$ cat src/rtl/pipe_pkg.sv
// Shared encodings for the pipeline stall/flush sequencer.
// Control bundle order: pc, ifid_en, ifid_flush, idex_en, idex_bubble, exmem, memwb.
package pipe_pkg;

  localparam logic [1:0] RUN      = 2'd0;
  localparam logic [1:0] FLUSH    = 2'd1;
  localparam logic [1:0] MEM_WAIT = 2'd2;

  localparam logic [4:0] REG_X0 = 5'd0;

  localparam int WCNT_W = 8;
  localparam int FCNT_W = 3;

  typedef struct packed {
    logic pc_en;
    logic ifid_en;
    logic ifid_flush;
    logic idex_en;
    logic idex_bubble;
    logic exmem_en;
    logic memwb_en;
  } pipe_ctl_t;

  localparam pipe_ctl_t CTL_RUN    = 7'b1101011;
  localparam pipe_ctl_t CTL_STALL  = 7'b0001111;
  localparam pipe_ctl_t CTL_FLUSH  = 7'b1111111;
  localparam pipe_ctl_t CTL_FREEZE = 7'b0000000;
  localparam pipe_ctl_t CTL_RESET  = 7'b0010100;

endpackage

$ cat src/rtl/pipeline_ctrl_if.sv
// Hazard inputs and stage-register controls of the pipeline sequencer.
// PIPE_PERF_CNT_EN adds the stall/flush/freeze performance counters.
interface pipeline_ctrl_if;

  logic [4:0] id_rs1;
  logic [4:0] id_rs2;
  logic [4:0] ex_rd;
  logic       ex_memread;
  logic       ex_branch_taken;
  logic       dmem_req;
  logic       dmem_ready;

  logic       pc_en;
  logic       ifid_en;
  logic       ifid_flush;
  logic       idex_en;
  logic       idex_bubble;
  logic       exmem_en;
  logic       memwb_en;
  logic       mem_timeout;

`ifdef PIPE_PERF_CNT_EN
  logic [31:0] stall_cnt;
  logic [31:0] flush_cnt;
  logic [31:0] memwait_cnt;
`endif

  modport master (
    input  id_rs1, id_rs2, ex_rd, ex_memread,
    input  ex_branch_taken, dmem_req, dmem_ready,
    output pc_en, ifid_en, ifid_flush, idex_en,
    output idex_bubble, exmem_en, memwb_en, mem_timeout
`ifdef PIPE_PERF_CNT_EN
    , output stall_cnt, flush_cnt, memwait_cnt
`endif
  );

  modport slave (
    output id_rs1, id_rs2, ex_rd, ex_memread,
    output ex_branch_taken, dmem_req, dmem_ready,
    input  pc_en, ifid_en, ifid_flush, idex_en,
    input  idex_bubble, exmem_en, memwb_en, mem_timeout
`ifdef PIPE_PERF_CNT_EN
    , input stall_cnt, flush_cnt, memwait_cnt
`endif
  );

endinterface

$ cat src/rtl/load_use_detect.sv
// Load-use hazard term: a load in EX writes a register read in ID.
// x0 is hardwired to zero and never creates a hazard.
module load_use_detect
  import pipe_pkg::*;
(
  input  logic [4:0] id_rs1,
  input  logic [4:0] id_rs2,
  input  logic [4:0] ex_rd,
  input  logic       ex_memread,
  output logic       lu
);

  assign lu = ex_memread & (ex_rd != REG_X0) &
              ((id_rs1 == ex_rd) | (id_rs2 == ex_rd));

endmodule

$ cat src/rtl/pipeline_ctrl.sv
// Prioritised stall/flush/freeze sequencer for the 5-stage pipeline.
// Optional PIPE_PERF_CNT_EN adds saturating stall/flush/freeze counters.
module pipeline_ctrl
  import pipe_pkg::*;
#(
  parameter int FLUSH_CYCLES = 1,
  parameter int MEM_TIMEOUT  = 16
) (
  input  logic            clk,
  input  logic            rst_n,
  pipeline_ctrl_if.master bus
);

  localparam logic [FCNT_W-1:0] F_RELOAD = FCNT_W'(FLUSH_CYCLES - 1);
  localparam logic [WCNT_W-1:0] W_LAST   = WCNT_W'(MEM_TIMEOUT - 1);

  logic [1:0]        state_q, state_d;
  logic [WCNT_W-1:0] wcnt_q, wcnt_d;
  logic [FCNT_W-1:0] fcnt_q, fcnt_d;
  logic              resume_q, resume_d;

  logic      lu, mw, tmo;
  pipe_ctl_t ctl, ctl_o;

  load_use_detect u_lu (
    .id_rs1     (bus.id_rs1),
    .id_rs2     (bus.id_rs2),
    .ex_rd      (bus.ex_rd),
    .ex_memread (bus.ex_memread),
    .lu         (lu)
  );

  assign mw = bus.dmem_req & ~bus.dmem_ready;

  always_comb begin
    state_d  = state_q;
    wcnt_d   = wcnt_q;
    fcnt_d   = fcnt_q;
    resume_d = resume_q;
    ctl      = CTL_RUN;
    tmo      = 1'b0;
    unique case (state_q)
      RUN, FLUSH: begin
        if (mw) begin
          ctl      = CTL_FREEZE;
          state_d  = MEM_WAIT;
          wcnt_d   = WCNT_W'(1);
          resume_d = (state_q == FLUSH);
        end else if (bus.ex_branch_taken) begin
          ctl = CTL_FLUSH;
          if (FLUSH_CYCLES > 1) begin
            state_d = FLUSH;
            fcnt_d  = F_RELOAD;
          end
        end else if (state_q == FLUSH) begin
          ctl = CTL_FLUSH;
          if (fcnt_q == FCNT_W'(1)) begin
            state_d = RUN;
            fcnt_d  = '0;
          end else begin
            fcnt_d = fcnt_q - FCNT_W'(1);
          end
        end else if (lu) begin
          ctl = CTL_STALL;
        end
      end
      MEM_WAIT: begin
        if (bus.dmem_ready) begin
          state_d = resume_q ? FLUSH : RUN;
          wcnt_d  = '0;
        end else if (wcnt_q == W_LAST) begin
          // abort: MEM/WB swallows the dead access, pending flush dropped
          tmo      = 1'b1;
          state_d  = RUN;
          wcnt_d   = '0;
          fcnt_d   = '0;
          resume_d = 1'b0;
        end else begin
          ctl    = CTL_FREEZE;
          wcnt_d = wcnt_q + WCNT_W'(1);
        end
      end
      default: begin
        state_d  = RUN;
        wcnt_d   = '0;
        fcnt_d   = '0;
        resume_d = 1'b0;
      end
    endcase
  end

  assign ctl_o = rst_n ? ctl : CTL_RESET;

  assign {bus.pc_en, bus.ifid_en, bus.ifid_flush, bus.idex_en,
          bus.idex_bubble, bus.exmem_en, bus.memwb_en} = ctl_o;
  assign bus.mem_timeout = rst_n & tmo;

  always_ff @(posedge clk or negedge rst_n) begin
    if (!rst_n) begin
      state_q  <= RUN;
      wcnt_q   <= '0;
      fcnt_q   <= '0;
      resume_q <= 1'b0;
    end else begin
      state_q  <= state_d;
      wcnt_q   <= wcnt_d;
      fcnt_q   <= fcnt_d;
      resume_q <= resume_d;
    end
  end

`ifdef PIPE_PERF_CNT_EN
  logic [31:0] stall_q, stall_d;
  logic [31:0] flush_q, flush_d;
  logic [31:0] mwait_q, mwait_d;

  always_comb begin
    stall_d = stall_q;
    flush_d = flush_q;
    mwait_d = mwait_q;
    if (ctl == CTL_STALL && stall_q != '1) stall_d = stall_q + 32'd1;
    if (ctl == CTL_FLUSH && flush_q != '1) flush_d = flush_q + 32'd1;
    if (ctl == CTL_FREEZE && mwait_q != '1) mwait_d = mwait_q + 32'd1;
  end

  always_ff @(posedge clk or negedge rst_n) begin
    if (!rst_n) begin
      stall_q <= '0;
      flush_q <= '0;
      mwait_q <= '0;
    end else begin
      stall_q <= stall_d;
      flush_q <= flush_d;
      mwait_q <= mwait_d;
    end
  end

  assign bus.stall_cnt   = stall_q;
  assign bus.flush_cnt   = flush_q;
  assign bus.memwait_cnt = mwait_q;
`endif

endmodule

$ cat src/flat_wrapper.sv
// flat-port wrapper written by rule: the top's interface ports become plain ports
module pipeline_ctrl_flat import pipe_pkg::*;
#(
  parameter int FLUSH_CYCLES = 1,
  parameter int MEM_TIMEOUT  = 16
)
  (clk, rst_n, bus_id_rs1, bus_id_rs2, bus_ex_rd, bus_ex_memread, bus_ex_branch_taken, bus_dmem_req, bus_dmem_ready, bus_pc_en, bus_ifid_en, bus_ifid_flush, bus_idex_en, bus_idex_bubble, bus_exmem_en, bus_memwb_en, bus_mem_timeout);
  pipeline_ctrl_if bus_i ();
  input  logic clk;
  input  logic rst_n;
  input wire logic [$bits(bus_i.id_rs1)-1:0] bus_id_rs1;
  input wire logic [$bits(bus_i.id_rs2)-1:0] bus_id_rs2;
  input wire logic [$bits(bus_i.ex_rd)-1:0] bus_ex_rd;
  input wire logic [$bits(bus_i.ex_memread)-1:0] bus_ex_memread;
  input wire logic [$bits(bus_i.ex_branch_taken)-1:0] bus_ex_branch_taken;
  input wire logic [$bits(bus_i.dmem_req)-1:0] bus_dmem_req;
  input wire logic [$bits(bus_i.dmem_ready)-1:0] bus_dmem_ready;
  output wire logic [$bits(bus_i.pc_en)-1:0] bus_pc_en;
  output wire logic [$bits(bus_i.ifid_en)-1:0] bus_ifid_en;
  output wire logic [$bits(bus_i.ifid_flush)-1:0] bus_ifid_flush;
  output wire logic [$bits(bus_i.idex_en)-1:0] bus_idex_en;
  output wire logic [$bits(bus_i.idex_bubble)-1:0] bus_idex_bubble;
  output wire logic [$bits(bus_i.exmem_en)-1:0] bus_exmem_en;
  output wire logic [$bits(bus_i.memwb_en)-1:0] bus_memwb_en;
  output wire logic [$bits(bus_i.mem_timeout)-1:0] bus_mem_timeout;
  assign bus_i.id_rs1 = bus_id_rs1;
  assign bus_i.id_rs2 = bus_id_rs2;
  assign bus_i.ex_rd = bus_ex_rd;
  assign bus_i.ex_memread = bus_ex_memread;
  assign bus_i.ex_branch_taken = bus_ex_branch_taken;
  assign bus_i.dmem_req = bus_dmem_req;
  assign bus_i.dmem_ready = bus_dmem_ready;
  assign bus_pc_en = bus_i.pc_en;
  assign bus_ifid_en = bus_i.ifid_en;
  assign bus_ifid_flush = bus_i.ifid_flush;
  assign bus_idex_en = bus_i.idex_en;
  assign bus_idex_bubble = bus_i.idex_bubble;
  assign bus_exmem_en = bus_i.exmem_en;
  assign bus_memwb_en = bus_i.memwb_en;
  assign bus_mem_timeout = bus_i.mem_timeout;
  pipeline_ctrl #(.FLUSH_CYCLES(FLUSH_CYCLES), .MEM_TIMEOUT(MEM_TIMEOUT)) u_core (.clk(clk), .rst_n(rst_n), .bus(bus_i));
endmodule
$ cat config.mk
export PLATFORM = sky130hd
export DESIGN_NAME = pipeline_ctrl_flat
export DESIGN_NICKNAME = d
export VERILOG_FILES = /design/src/rtl/pipe_pkg.sv /design/src/rtl/pipeline_ctrl_if.sv /design/src/rtl/load_use_detect.sv /design/src/rtl/pipeline_ctrl.sv /design/src/flat_wrapper.sv
export SDC_FILE = /design/constraint.sdc
export NUM_CORES = 1
export LEC_CHECK = 0
export ABC_AREA = 1
export CORE_MARGIN = 2
export CORE_UTILIZATION = 43
export CTS_CLUSTER_SIZE = 25
export DETAILED_ROUTE_END_ITERATION = 10
export PLACE_DENSITY_LB_ADDON = 0.25
export RECOVER_POWER = 25
export SYNTH_ARGS = -nofsm -noshare
export SYNTH_HDL_FRONTEND = slang
export SYNTH_SLANG_ARGS = --single-unit
$ cat constraint.sdc
create_clock -name clk -period 1.7 [get_ports clk]
set_input_delay 0.51 -clock clk [delete_from_list [all_inputs] [get_ports clk]]
set_output_delay 0.51 -clock clk [all_outputs]
set_load 0.1 [all_outputs]
* Word level (Yosys, flattened, before mapping)
Cells that the tools add are included.
** Word-level totals
- Input port bits :: 21
- Flip-flop bits (word level) :: 14
- Logic and storage cells :: 68
- Output and inout bits :: 8
** Cells by class
- Equal/unequal tests :: 16
- Muxes and demuxes :: 34
- Add/subtract/negate cells :: 2
- Bitwise logic cells :: 6
- Reduce and logical (&&, ||, !) cells :: 6
** Operators by type and width (number)
- 7-bit two-way mux :: 7
- 8-bit two-way mux :: 3
- 3-bit two-way mux :: 6
- 8-bit case mux with 2 select lines :: 1
- 7-bit case mux with 2 select lines :: 1
- 2-bit two-way mux :: 6
- 5-bit equality test :: 2
- 8-bit by 1-bit adder with 8-bit output, second input constant :: 1
- 8-bit by 4-bit equality test with 1-bit output, second input constant :: 1
- 1-bit two-way mux :: 7
- 2-bit by 1-bit inequality test with 1-bit output, second input constant :: 3
- 2-bit inequality test, second input constant :: 3
- 3-bit by 1-bit inequality test with 1-bit output, second input constant :: 2
- 3-bit by 2-bit inequality test with 1-bit output, second input constant :: 2
- 3-bit case mux with 2 select lines :: 1
- 5-bit AND reduction :: 1
- 5-bit nonzero test :: 1
- 1-bit AND :: 4
- 2-bit case mux with 2 select lines :: 1
- 4-bit AND reduction :: 1
- 3-bit by 1-bit equality test with 1-bit output, second input constant :: 1
- 3-bit AND reduction :: 1
- 3-bit by 1-bit subtractor with 3-bit output, second input constant :: 1
- 2-bit by 1-bit equality test with 1-bit output, second input constant :: 1
- 6 further kinds :: 6

* Depth between registers and ports, before layout
Gate-level depths: netlist of run 1.
- Depth after elaboration :: 9
- Depth in mapped cells :: 10
- Mapped depth without buffers :: 9

* By module
From an unflattened synthesis of run 1, not the netlist that was laid out.
** Second synthesis, totals
- Cells, all modules :: 175
- Area, all modules :: 1151.1 sq um
** By module, submodules not included
- pipeline_ctrl :: sequential area each 350.3 sq um, times used 1, cells an instance 130, area each 953.4 sq um
- load_use_detect :: sequential area each 0.0 sq um, times used 1, cells an instance 45, area each 197.7 sq um

* Worst setup path after synthesis of run 1
No wires, ideal clock.
- Kind :: reg2out
- From :: register u_core.wcnt_q[0]
- To :: output port bus_pc_en
- Slack :: -1825 ps
- Data required time :: 1190 ps
- Arrival :: 3015 ps
- Path buffers :: 1
- Cell stages (with the launch flop) :: 9
- Cell sequence :: dfrtp_1 > ha_1 > nand2_1 > nor2_4 > nand4_4 > nand3_1 > a21oi_1 > a21oi_1 > buf_4
** On the way
- Cells in the longest elaborated chain, start to end :: 5
** RTL lines
- from (decl) :: line pipeline_ctrl.sv:18 : logic [WCNT_W-1:0] wcnt_q, wcnt_d;
- from (signal assigned) :: line pipeline_ctrl.sv:106 : wcnt_q <= wcnt_d;
- 8-bit by 4-bit equality test with 1-bit output :: line pipeline_ctrl.sv:71 : end else if (wcnt_q == W_LAST) begin
- 7-bit two-way mux :: line pipeline_ctrl.sv:71
- 7-bit two-way mux :: line pipeline_ctrl.sv:68 : if (bus.dmem_ready) begin
- 7-bit case mux with 2 select lines :: line pipeline_ctrl.sv:42 : unique case (state_q)
- 7-bit two-way mux :: line pipeline_ctrl.sv:92 : assign ctl_o = rst_n ? ctl : CTL_RESET;
- to (decl) :: line flat_wrapper.sv:18 : output wire logic [$bits(bus_i.pc_en)-1:0] bus_pc_en;
Every way passes these cells.

* Worst setup path in the final report of run 1
- From :: register u_core.wcnt_q[1]
- To :: output port bus_memwb_en
** On the way
- Cells in the longest elaborated chain, start to end :: 5
** RTL lines
- 8-bit by 4-bit equality test with 1-bit output :: line pipeline_ctrl.sv:71
- 7-bit two-way mux :: line pipeline_ctrl.sv:71
- 7-bit two-way mux :: line pipeline_ctrl.sv:68
- 7-bit case mux with 2 select lines :: line pipeline_ctrl.sv:42
- 7-bit two-way mux :: line pipeline_ctrl.sv:92
- to (decl) :: line flat_wrapper.sv:24 : output wire logic [$bits(bus_i.memwb_en)-1:0] bus_memwb_en;
Every way passes these cells.

==> tab_implementation.tex, run 1 <==
\begin{tabular}{lr}
\hline
Metric & Value \\
\hline
\multicolumn{2}{l}{\textbf{CTS}} \\
Clock tree from TritonCTS & done \\
Maximum root-to-sink buffer count & 2 \\
Skew-Pair Late Insertion Delay & 300 ps \\
Max H-tree Level & 1 \\
TritonCTS sink count & 14 \\
Total CTS buffers & 3 \\
Clock Root Buffer & clkbuf\_4 \\
Clock slew at reported path FFs & 90 ps \\
\multicolumn{2}{l}{\textbf{Synthesis}} \\
Yosys cell types & 29 \\
Leading post-synthesis cells by cell area & dfrtp\_1 33\%, nand2\_1 13\%, inv\_1 10\% \\
Fraction of registers with async set or reset after synthesis & 1.000 \\
Number of synthesized flops with an enable pin & 0 \\
Syn Inst Count & 156 \\
Most instantiated flip-flop cell in the synthesis netlist & dfrtp\_1 \\
Yosys warns & 0 \\
Fraction of the yosys area taken by sequential cells & 0.3283 \\
Netlist area before placement & 1067 sq um \\
Most instantiated library cell after synthesis & nand2\_1 \\
Cell types with the highest counts after synthesis & 38 x nand2\_1, 29 x inv\_1, 14 x dfrtp\_1 \\
Synthesized flop and latch total & 14 \\
Top cell type by total area after synthesis & dfrtp\_1 \\
Net Count, Synth & 180 \\
Average size of a mapped cell & 6.841 sq um \\
Post-synth top area share & 0.3283 \\
\multicolumn{2}{l}{\textbf{Drt}} \\
Violation count after the first detailed-route iteration & 31 \\
Via count & 1,262 \\
Per-cell routed wire length & 13.43 um \\
Antenna-violating nets left & 0 \\
Post-route DRC violation count & 0 \\
Drt total wl & 3384 um \\
Detailed-routing iteration count for the pre-antenna-repair pass & 5 \\
Via-to-Cell Ratio & 5.008 \\
\multicolumn{2}{l}{\textbf{Setup path}} \\
Required time of the worst setup path & 1190 ps \\
R2r endpoint & u\_core.fcnt\_q[0]\$\_DFFE\_PN0P\_ \\
Crit path max fanout & 3 \\
Critical Path AT & 1750 ps \\
Register-to-register path setup slack & 10 ps \\
Startpoint of the lowest-slack register-to-register path & u\_core.wcnt\_q[1]\$\_DFFE\_PN0P\_ \\
R2R depth & 9 \\
Startpoint-to-endpoint class of the critical path & flip-flop to primary output \\
Startpoint Class & flip-flop \\
Worst setup EP type & primary output \\
\multicolumn{2}{l}{\textbf{Timing}} \\
Slew margin rel. & 0.7368 \\
Post-route fraction of the period consumed by the critical path & 1.331 \\
Min Clock Period, post-route & 2263 ps \\
Post-Route Setup TNS & -3994 ps \\
Worst Skew & 4.696 ps \\
Final hold vios & 0 \\
Fin worst setup slack & -563.2 ps \\
RSZ-0062 raised after global routing & true \\
Max-slew violations & 0 \\
Worst slew pin tran & 394.8 ps \\
Final setup violation count & 8 \\
Maximum clock frequency & 441.9 MHz \\
\multicolumn{2}{l}{\textbf{Cells and area}} \\
Number of filler instances in the final layout & 172 \\
Fin util & 0.7679 \\
Syn-to-layout area delta & 73.39\% \\
Non-filler instance count after layout & 252 \\
Layout cell share with drive strength beyond 1 & 0.4550 \\
Post-layout net count & 247 \\
Number of antenna repair diodes & 0 \\
\multicolumn{2}{l}{\textbf{Die}} \\
Initial Util & 0.4429 \\
Die width & 53.82 um \\
IO Count & 29 \\
Row cnt & 18 \\
Area of the core & 2410 sq um \\
Die outline height & 53.82 um \\
Floorplan die area & 2897 sq um \\
\multicolumn{2}{l}{\textbf{Global routing}} \\
Overall track demand over capacity in global routing & 0.2421 \\
Number of global-route vias before repair & 1,233 \\
Antenna violations before repair & 0 \\
First-pass GRT wire length & 5009 um \\
Global route total overflow & 0 \\
Maximum number of pins on one net before global-route repair & 10 \\
\multicolumn{2}{l}{\textbf{Power and ir drop}} \\
IR drop worst, VDD & 0.0009864 V \\
Power per Cell Area & 742.6 nW/um\^{}2 \\
Final Power & 1.374 mW \\
Leak pwr & 0.9337 nW \\
\multicolumn{2}{l}{\textbf{Run status}} \\
Violations in the final reports & setup timing \\
Result of the run & complete, but fails checks \\
\multicolumn{2}{l}{\textbf{Place}} \\
HPWL after DPL & 2260 um \\
Count of buffers inserted at the top-level ports & 28 \\
Number of placed instances with taps included & 240 \\
Placer's final routability congestion estimate & 0.8701 \\
Pre-CTS setup slack & -807.9 ps \\
\multicolumn{2}{l}{\textbf{Hold path}} \\
Path type of the worst min-delay path & input port to asynchronous set/reset pin \\
\multicolumn{2}{l}{\textbf{Job}} \\
Max-cap violation count & 0 \\
\hline
\end{tabular}
## cell usage in the layout, fill, tap and decap left out, types with 6 or more instances in the layout
cell type,instances
a21oi_1,7
buf_12,8
buf_2,8
buf_4,36
buf_6,9
dfrtp_1,14
inv_1,22
inv_2,9
nand2_1,33
nand3_1,6
nor2_1,9
o21ai_0,6
## critical path: stages (launching register included)
cell     delay, ps
dfrtp_1        370
ha_2           190
nand2_2         80
nor2_4         130
nand4_4        120
nand3_4        100
o21ai_4         70
nor2_4         180
buf_12         210
## flip-flops by register name (all words and copies together) (netlist names)
signal / cells
u_core.state_q: 2
u_core.resume_q: 1
u_core.wcnt_q: 8
u_core.fcnt_q: 3
## what timing repair did
item / 4_1_cts / 5_1_grt
hold buffers: 0 / 0
endpoints found under the setup margin: 8 / 12
pin swaps: 29 / 5
buffers inserted: 5 / 3
gates resized for setup: 92 / 11
## through the flow
| step | instance area, sq um | hold slack (ps) |
|---|---|---|
| after global routing | 1851 | 416.4 |
| after global placement | 1715 | 478.0 |
| after floorplan | 1157 | 214.4 |
| after detailed placement | 1715 | 489.0 |
| final | 1851 | 390.4 |
| after CTS | 1784 | 312.2 |
## per-layer routing
layer,GRT usage,routed length (um),up-vias
li1,-,-,625
met1,0.2535,1352,587
met2,0.4837,1812,41
met3,0.03056,149,9
met4,0.08120,70,0
met5,0,0,-
## cell type report
| class | count | area (sq um) | area share |
|---|---|---|---|
| Multi-Input combinational cell | 107 | 694.4 | 0.3753 |
| Timing Repair Buffer | 66 | 615.6 | 0.3327 |
| Sequential cell | 14 | 350.3 | 0.1893 |
| Inverter | 31 | 116.4 | 0.06288 |
| Tap cell | 30 | 37.54 | 0.02028 |
| Clock buffer | 4 | 36.28 | 0.01961 |
## cells by family after synthesis
family,Yosys count,synth area share
AOI/OAI and AO/OA,28,0.1501
xor gates and xnor gates,4,0.03283
adders and majority gates,3,0.03517
buffers and inverters,35,0.1348
DFF,14,0.3283
and+or+nand+nor,72,0.3189
## how the worst max path moves through the flow
stage	from	to	slack (ps)	depth (start not counted)
after detailed placement	bus_ex_rd[0]	bus_pc_en	-810	10
final	u_core.wcnt_q[1]$_DFFE_PN0P_	bus_memwb_en	-560	8
after global routing	u_core.wcnt_q[1]$_DFFE_PN0P_	bus_memwb_en	-650	8
after floorplan	u_core.wcnt_q[0]$_DFFE_PN0P_	bus_pc_en	-680	8
after CTS	u_core.wcnt_q[1]$_DFFE_PN0P_	bus_memwb_en	-530	8
after global placement	bus_ex_rd[0]	bus_pc_en	-740	10
## where the power goes
part | total, mW | switching, mW | internal, mW
logic | 0.705 | 0.400 | 0.305
clock network | 0.255 | 0.124 | 0.131
registers | 0.414 | 0.0324 | 0.382
(Power assumes the default switching activity.)
==> inputs of run 2 (changes only) <==
--- a/config.mk
+++ b/config.mk
@@ -5,9 +5,8 @@
 export SDC_FILE = /design/constraint.sdc
 export NUM_CORES = 1
 export LEC_CHECK = 0
-export ABC_AREA = 1
 export CORE_MARGIN = 2
-export CORE_UTILIZATION = 43
+export CORE_UTILIZATION = 42
 export CTS_CLUSTER_SIZE = 25
 export DETAILED_ROUTE_END_ITERATION = 10
 export PLACE_DENSITY_LB_ADDON = 0.25
==> tab_implementation.tex, run 2 <==
\begin{tabular}{lr}
\hline
Metric & Value \\
\hline
\multicolumn{2}{l}{\textbf{Place}} \\
Pre-CTS setup slack & -1019 ps (-210.9 ps) \\
Cell area after placement & 1767 sq um (+3.0\%) \\
Number of placed instances with taps included & 206 (-14\%) \\
Count of buffers inserted at the top-level ports & 28 (unchanged) \\
HPWL after DPL & 2620 um (+16\%) \\
Placer's final routability congestion estimate & 0.8042 (-7.6\%) \\
\multicolumn{2}{l}{\textbf{Synthesis}} \\
Post-synth top area share & 0.3357 (+0.007478) \\
Syn Inst Count & 115 (-26\%) \\
Netlist area before placement & 1044 sq um (-2.2\%) \\
Average size of a mapped cell & 9.074 sq um (+33\%) \\
Most instantiated flip-flop cell in the synthesis netlist & dfrtp\_1 \\
Top cell type by total area after synthesis & dfrtp\_1 \\
Cell types with the highest counts after synthesis & 14 x dfrtp\_1, 13 x xor2\_1, 11 x o21ai\_1 \\
Number of synthesized flops with an enable pin & 0 (unchanged) \\
Fraction of registers with async set or reset after synthesis & 1.000 (unchanged) \\
Leading post-synthesis cells by cell area & dfrtp\_1 34\%, xor2\_1 11\%, o21ai\_1 5.3\% \\
Synthesized flop and latch total & 14 (unchanged) \\
Most instantiated library cell after synthesis & dfrtp\_1 \\
Fraction of the yosys area taken by sequential cells & 0.3357 (+0.007478) \\
Yosys cell types & 36 (+24\%) \\
Net Count, Synth & 139 (-23\%) \\
Yosys warns & 0 (unchanged) \\
\multicolumn{2}{l}{\textbf{Setup path}} \\
Number of buffer and inverter instances along the worst setup path & 1 (unchanged) \\
Delay of the slowest critical-path stage & 420 ps (+50 ps) \\
Critical path, cell by cell & or3\_4, o21ai\_2, and3\_4, o21a\_4, buf\_12 \\
Crit path max fanout & 3 (unchanged) \\
Critical Path AT & 1820 ps (+70 ps) \\
Cell family with most CP delay & simple AND/OR/NAND/NOR gates \\
Startpoint of the lowest-slack register-to-register path & u\_core.wcnt\_q[6]\$\_DFFE\_PN0P\_ \\
Stages on worst setup path & 5 (-3) \\
Startpoint Class & flip-flop \\
Critical Path Sink & bus\_pc\_en \\
Startpoint-to-endpoint class of the critical path & flip-flop to primary output \\
Launching instance or port of the critical path & u\_core.wcnt\_q[6]\$\_DFFE\_PN0P\_ \\
R2r endpoint & u\_core.fcnt\_q[1]\$\_DFFE\_PN0P\_ \\
Required time of the worst setup path & 1190 ps (about the same) \\
Worst setup EP type & primary output \\
Standard cell with the maximum stage delay on the critical path & or3\_4 \\
Register-to-register path setup slack & -90 ps (-100 ps) \\
R2R depth & 6 (-3) \\
\multicolumn{2}{l}{\textbf{Cells and area}} \\
Final std cell area, no fill & 1941 sq um (+4.9\%) \\
Post-layout net count & 212 (-14\%) \\
Register with the most flip-flops & u\_core.wcnt\_q \\
Number of flip-flops under the largest register name & 8 (unchanged) \\
Syn-to-layout area delta & 85.97\% \\
Top library cells by usage in the layout, fill and taps aside & 34 x buf\_4, 14 x dfrtp\_1, 13 x buf\_6 \\
Most common cell after layout, fill and taps aside & buf\_4 \\
Number of antenna repair diodes & 0 (unchanged) \\
Non-filler instance count after layout & 216 (-14\%) \\
Layout cell share with drive strength beyond 1 & 0.5269 (+0.07193) \\
Largest registers ranked by flip-flop count & u\_core.wcnt\_q x8, u\_core.fcnt\_q x3, u\_core.state\_q x2 \\
\multicolumn{2}{l}{\textbf{Global routing}} \\
Global route total overflow & 0 (unchanged) \\
Overall track demand over capacity in global routing & 0.2765 (+0.03438) \\
Antenna violations before repair & 0 (unchanged) \\
First-pass GRT wire length & 5706 um (+14\%) \\
Maximum number of pins on one net before global-route repair & 11 (+1) \\
Number of global-route vias before repair & 1,205 (-2.3\%) \\
\multicolumn{2}{l}{\textbf{CTS}} \\
Clock slew at reported path FFs & 90 ps (about the same) \\
Maximum root-to-sink buffer count & 2 (unchanged) \\
Total CTS buffers & 3 (unchanged) \\
Quantity of hold-fixing buffers added after cts & 0 (unchanged) \\
Max H-tree Level & 1 (unchanged) \\
Clock tree from TritonCTS & done \\
TritonCTS sink count & 14 (unchanged) \\
Clock Root Buffer & clkbuf\_4 \\
Skew-Pair Late Insertion Delay & 290 ps (about the same) \\
\multicolumn{2}{l}{\textbf{Die}} \\
Die width & 53.85 um (about the same) \\
Floorplan die area & 2899 sq um (about the same) \\
Die outline height & 53.85 um (about the same) \\
Row cnt & 18 (unchanged) \\
IO Count & 29 (unchanged) \\
Initial Util & 0.4330 (-0.009865) \\
Area of the core & 2410 sq um (unchanged) \\
\multicolumn{2}{l}{\textbf{Timing}} \\
Post-route fraction of the period consumed by the critical path & 1.370 (+0.03896) \\
Worst slew pin tran & 302.3 ps (-92.42 ps) \\
Min Clock Period, post-route & 2329 ps (+66.24 ps) \\
Maximum clock frequency & 429.3 MHz (-2.8\%) \\
RSZ-0062 raised after global routing & true \\
Worst Skew & 10.62 ps (+5.928 ps) \\
Max-slew violations & 0 (unchanged) \\
Post-Route Setup TNS & -4555 ps (-560.8 ps) \\
Final hold vios & 0 (unchanged) \\
Final setup violation count & 11 (+3) \\
Fin worst setup slack & -629.4 ps (-66.24 ps) \\
Worst hold-check slack & 524.2 ps (+133.8 ps) \\
Slew margin rel. & 0.7972 (+0.06040) \\
\multicolumn{2}{l}{\textbf{Drt}} \\
Violation count after the first detailed-route iteration & 22 (-29\%) \\
Post-route DRC violation count & 0 (unchanged) \\
Drt total wl & 3599 um (+6.4\%) \\
Per-cell routed wire length & 16.66 um (+24\%) \\
Via-to-Cell Ratio & 5.236 (+4.6\%) \\
Antenna-violating nets left & 0 (unchanged) \\
Via count & 1,131 (-10\%) \\
Detailed-routing iteration count for the pre-antenna-repair pass & 4 (-1) \\
\multicolumn{2}{l}{\textbf{Run status}} \\
Violations in the final reports & setup timing \\
Result of the run & complete, but fails checks \\
\multicolumn{2}{l}{\textbf{Power and ir drop}} \\
Power per Cell Area & 671.3 nW/um\^{}2 (-9.6\%) \\
IR drop worst, VDD & 0.0006378 V (-35\%) \\
Leak pwr & 0.9100 nW (-2.5\%) \\
\multicolumn{2}{l}{\textbf{Job}} \\
Max-cap violation count & 0 (unchanged) \\
\multicolumn{2}{l}{\textbf{Hold path}} \\
Path type of the worst min-delay path & flip-flop to flip-flop \\
\hline
\end{tabular}
-- run 2: cell count changes in the layout (fill, tap and decap cells not counted), moves of 5 or more --
| cell | change |
|---|---|
| buf_2 | -6 |
| inv_1 | -17 |
| o21ai_1 | +5 |
| xor2_2 | +5 |
| xor2_1 | +7 |
| inv_2 | -8 |
| nand2_1 | -26 |
| a21oi_1 | -7 |
| clkbuf_2 | +5 |
-- run 2: layout make-up --
| cell class | count | area (sq um) |
|---|---|---|
| inverters | 6 | 22.52 |
| multi-input cells | 89 | 792.0 |
| well taps | 30 | 37.54 |
| fillers | 146 | 469.2 |
| flip-flops and latches | 14 | 350.3 |
| clock buffers | 3 | 22.52 |
| repair buffers | 74 | 715.7 |
-- run 2: how the worst min path moves through the flow --
stage | start | endpoint | slack, ps | cells after the start
floorplan | rst_n | u_core.fcnt_q[0]$_DFFE_PN0P_ | 210 | 0
global placement | u_core.fcnt_q[1]$_DFFE_PN0P_ | u_core.fcnt_q[1]$_DFFE_PN0P_ | 490 | 1
detailed placement | u_core.fcnt_q[1]$_DFFE_PN0P_ | u_core.fcnt_q[1]$_DFFE_PN0P_ | 500 | 1
CTS | u_core.fcnt_q[1]$_DFFE_PN0P_ | u_core.fcnt_q[1]$_DFFE_PN0P_ | 520 | 1
global route | u_core.fcnt_q[1]$_DFFE_PN0P_ | u_core.fcnt_q[1]$_DFFE_PN0P_ | 540 | 1
finish | u_core.fcnt_q[1]$_DFFE_PN0P_ | u_core.fcnt_q[1]$_DFFE_PN0P_ | 520 | 1
-- run 2: routing by layer --
layer,routed length (um),GRT usage
met5,0,0
met4,0,0.02564
met3,110,0.05556
met2,1970,0.5264
met1,1517,0.3253
-- run 2: timing repair --
item | CTS | global route
pin swaps | 20 | 19
buffers inserted | 5 | 4
gates cloned | 0 | 0
endpoints found under the setup margin | 12 | 10
gates resized for setup | 55 | 27
-- run 2: power breakdown --
group	switching [mW]	leakage, nW	internal, mW
Combinational	0.354	0.709	0.329
Sequential	0.0419	0.188	0.380
Clock	0.115	0.0138	0.0823
Total	0.511	0.910	0.792
-- run 2: logic make-up (layout without fill, tap and decap cells) --
logic type / after synthesis / after routing / synth area share
compound gates: 29 / 29 / 0.1907
simple gates: 41 / 41 / 0.2302
flops: 14 / 14 / 0.3357
xor+xnor: 13 / 13 / 0.1091
mux: 3 / 3 / 0.03837
buf+inv: 12 / 83 / 0.05995
fa+ha+maj: 3 / 3 / 0.03598
-- run 2: per-stage QoR --
stage	util	power [mW]
after floorplan	-	0.7953
after global routing	0.8053	1.371
after detailed placement	0.7331	1.062
final	0.8053	1.303
after CTS	0.7835	1.272
after global placement	0.7331	1.040
